## config.mk

```make
export PLATFORM = sky130hd
export DESIGN_NAME = seq_accumulator
export DESIGN_NICKNAME = d
export VERILOG_FILES = /design/src/rtl/seq_accumulator.sv
export SDC_FILE = /design/constraint.sdc
export NUM_CORES = 1
export LEC_CHECK = 0
export CORE_MARGIN = 3
export CORE_UTILIZATION = 31
export CTS_BUF_LIST = sky130_fd_sc_hd__clkbuf_16
export CTS_CLUSTER_SIZE = 10
export DETAILED_ROUTE_END_ITERATION = 8
export PLACE_DENSITY_LB_ADDON = 0.1
export SLEW_MARGIN = 30
export SYNTH_ARGS = -nofsm -noshare
export SYNTH_HDL_FRONTEND = slang
export SYNTH_SLANG_ARGS = --single-unit
```

## constraint.sdc

```tcl
create_clock -name clk -period 6 [get_ports clk]
set_input_delay 1.5 -clock clk [delete_from_list [all_inputs] [get_ports clk]]
set_output_delay 1.5 -clock clk [all_outputs]
set_load 0.01 [all_outputs]
```

## src/rtl/seq_accumulator.sv

```systemverilog
// Running-sum accumulator: adds n_terms unsigned operands taken over a valid/ready
// handshake, then pulses done. Define SEQ_ACC_SAT_EN for a saturating sum instead of wrapping.
module seq_accumulator #(
    parameter int WIDTH   = 8,
    parameter int COUNT_W = 4
) (
    input  logic               clk,
    input  logic               reset,
    input  logic               start,
    input  logic [COUNT_W-1:0] n_terms,
    input  logic               a_valid,
    input  logic [WIDTH-1:0]   a,
    output logic               a_ready,
    output logic [WIDTH-1:0]   sum,
    output logic               busy,
    output logic               done,
    output logic               ovf
);

    localparam logic [1:0] IDLE = 2'd0;
    localparam logic [1:0] ACC  = 2'd1;
    localparam logic [1:0] DONE = 2'd2;

    logic [1:0]         state;
    logic [COUNT_W-1:0] remaining;
    logic [WIDTH:0]     total;
    logic               xfer;

    // Reduce the carry-extended total to the stored sum for this build.
    function automatic logic [WIDTH-1:0] next_sum(input logic [WIDTH:0] t);
`ifdef SEQ_ACC_SAT_EN
        return t[WIDTH] ? {WIDTH{1'b1}} : t[WIDTH-1:0];
`else
        return t[WIDTH-1:0];
`endif
    endfunction

    assign total   = {1'b0, sum} + {1'b0, a};
    assign xfer    = a_valid && (state == ACC);
    assign a_ready = (state == ACC);
    assign busy    = (state != IDLE);
    assign done    = (state == DONE);

    always_ff @(posedge clk) begin
        if (reset) begin
            state     <= IDLE;
            sum       <= '0;
            ovf       <= 1'b0;
            remaining <= '0;
        end else begin
            case (state)
                IDLE: begin
                    if (start) begin
                        sum       <= '0;
                        ovf       <= 1'b0;
                        remaining <= n_terms;
                        state     <= (n_terms != '0) ? ACC : DONE;
                    end
                end
                ACC: begin
                    if (xfer) begin
                        sum       <= next_sum(total);
                        ovf       <= ovf | total[WIDTH];
                        remaining <= remaining - 1'b1;
                        if (remaining == COUNT_W'(1)) begin
                            state <= DONE;
                        end
                    end
                end
                DONE: begin
                    state <= IDLE;
                end
                default: begin
                    state <= IDLE;
                end
            endcase
        end
    end

endmodule

```

==> flow_summary.yaml <==
place:
  place_area_sq_um: 1280
  port_buffers: 27
  routabilityCongestion: 0.800
  place_hpwl_um: 1750
synth:
  synth.most_common_cell: "nor2_1"
  yosys_warnings: 0
  netlist_instances: 118
  synth-seq-area-share_pct: 30.3
  synth_common_cells: "nor2_1, dfxtp_1, a21oi_1"
  synth_top_area_cell: "dfxtp_1"
  synthFlopType: "dfxtp_1"
  synth.area.top_cells: "dfxtp_1, ha_1, nor2_1"
  synth_edf_count: 0
  yosys.cell_types.count: 39
  syn_area_sq_um: 990
  synth_area_per_cell_sq_um: 8.39
  async_flop_share_pct: 0
  synth_nets: 145
  synth_seq_cells: 15
  synth_top_area_share_pct: 30.3
clock_network:
  path_clk_slew_ns: 0.05
  cts_buffers: 3
  cts.path.max_buffers: 2
  cts_tree: "yes"
  h-tree-depth: 1
  cts_sinks: 15
  ctsResizeCount: 0
  insertion_delay_ns: 0.25
  post_cts_buffers: 0
  ctsHoldBuffers: 0
  cts_root_buf: "clkbuf_16"
routing:
  drtIter0Drc: 28
  drc_errors: 0
  detail-route-antenna-nets: 0
  viasPerCell: 4.99
  wl_per_cell_um: 12.8
  dr.pass1.iters: 4
  wl_um: 2380
  vias: 929
global_route:
  grt_first_pass_wirelength_um: 4120
  grtUsageTotal_pct: 13.0
  grt_max_degree: 19
  overflow: 0
  grt_pass1_vias: 932
  antenna_found_initial: 0
sta:
  tightestPinTransition_ns: 0.680
  rsz0062_at_grt: "no"
  setup_viol: 0
  fin_crit_ns: 3.35
  fmax_mhz: 299
  whs_ns: 0.472
  slew_headroom_pct: 54.6
  hold_violations: 0
  slew_viol_final: 0
  fin_crit_sh_pct: 55.8
  fin_worst_skew_ns: 0.00268
  tns_ns: 0
power:
  p_leak_nw: 0.536
  power_density_nw_per_um2: 250
  finalPower_uw: 339
  max-vdd-ir-drop_uv: 208
critical_path:
  worstSetupPathType: "input pin to flip-flop"
  end_kind: "flip-flop"
  cp_max_fo: 3
  cp.required_ns: 6.10
  r2r_slack_ns: 4.01
  critPathArrivalTime_ns: 3.45
  cp-start-kind: "input pin"
floorplanning:
  core_area_sq_um: 2900
  num_rows: 19
  die_area_sq_um: 3910
  dieHeight_um: 62.5
  num_io_pins: 28
  die_x_um: 62.5
  initial_core_util_pct: 34.1
finish:
  fin_nets: 172
  drive_gt1_share_pct: 5.56
  n_antenna_cell: 0
  syn_to_final_growth_pct: 37.3
  design_area_sq_um: 1360
  utilization_pct: 46.9
hold_path:
  holdCritPathClass: "flip-flop to flip-flop"
run_status:
  status: "complete, no violations"
run:
  drv_cap: 0
stage by stage:
| step | setup slack [ns] | cells |
|---|---|---|
| 2_1_floorplan | 2.95 | 118 |
| 3_3_place_gp | 2.41 | 182 |
| 3_5_place_dp | 2.40 | 182 |
| 4_1_cts | 2.64 | 186 |
| 5_1_grt | 2.51 | 186 |
| 6_report | 2.65 | 186 |
cells by family after synthesis:
kind of cell,synth area share [%]
buf+inv,4.68
flops,30.3
compound gates,24.5
fa+ha+maj,14.7
xor+xnor,2.66
simple gates,23.1
area by class of cell:
class	count	area [sq um]
clock inverter	1	5.00
clock buffer	3	75.1
tap	42	52.6
sequential	15	300
inverter	3	12.5
multi-input combinational	95	643
fill	302	1540
timing repair buffer	27	270
registers in the layout (all words and copies together), names as in the netlist:
name,cells
remaining,4
sum,8
ovf,1
state,2
worst max-delay path, cell delays in order:
cell and delay (ns):
clkdlybuf4s50_1 0.40, ha_1 0.24, fa_1 0.43, a211oi_1 0.28, o21bai_1 0.12, a21oi_1 0.23, xor2_1 0.17, o22ai_1 0.09
placed cells by master, fill, tap and decap left out, drive strengths merged:
cell type	Yosys	routed
ha	10	10
nand3b	3	3
a21oi	11	11
nor2	18	18
nor3	5	5
a31oi	2	2
o22ai	2	2
nor2b	1	1
a211o	2	2
o21bai	2	2
nand4b	1	1
dfxtp	15	15
a221oi	2	2
nand3	1	1
inv	2	2
fa	1	1
clkinv	1	2
or4	1	1
nand2b	2	2
o21a	3	3
nand2	5	5
or2	1	1
clkdlybuf4s50	0	27
a211oi	2	2
xor2	2	2
a21o	2	2
and3b	1	1
clkbuf	1	3
o21ai	6	6
xnor2	1	1
o211ai	2	2
nor3b	2	2
nor4	2	2
a22oi	2	2
layer usage:
metal  up-vias  GRT usage (%)  wire length, um
met2        23           21.6             1100
met3         4           4.50              149
met4         0           4.96               30
li1        489              -                -
met5         -              0                0
met1       413           15.4             1090
power by group:
part | switching, mW | leakage [nW] | internal, mW | total [mW]
Clock | 0.0431 | 0.0409 | 0.0892 | 0.132
Combinational | 0.0460 | 0.373 | 0.0453 | 0.0912
Sequential | 0.00785 | 0.122 | 0.108 | 0.116
final timing paths:
| check | startpoint | endpoint | depth (start not counted) |
|---|---|---|---|
| max | a[0] | sum[6]$_SDFFE_PP0P_ | 8 |
| min reg2reg | sum[3]$_SDFFE_PP0P_ | sum[3]$_SDFFE_PP0P_ | 2 |
| min | sum[3]$_SDFFE_PP0P_ | sum[3]$_SDFFE_PP0P_ | 2 |
| max reg2reg | sum[0]$_SDFFE_PP0P_ | sum[6]$_SDFFE_PP0P_ | 7 |
(Power assumes the default switching activity.)
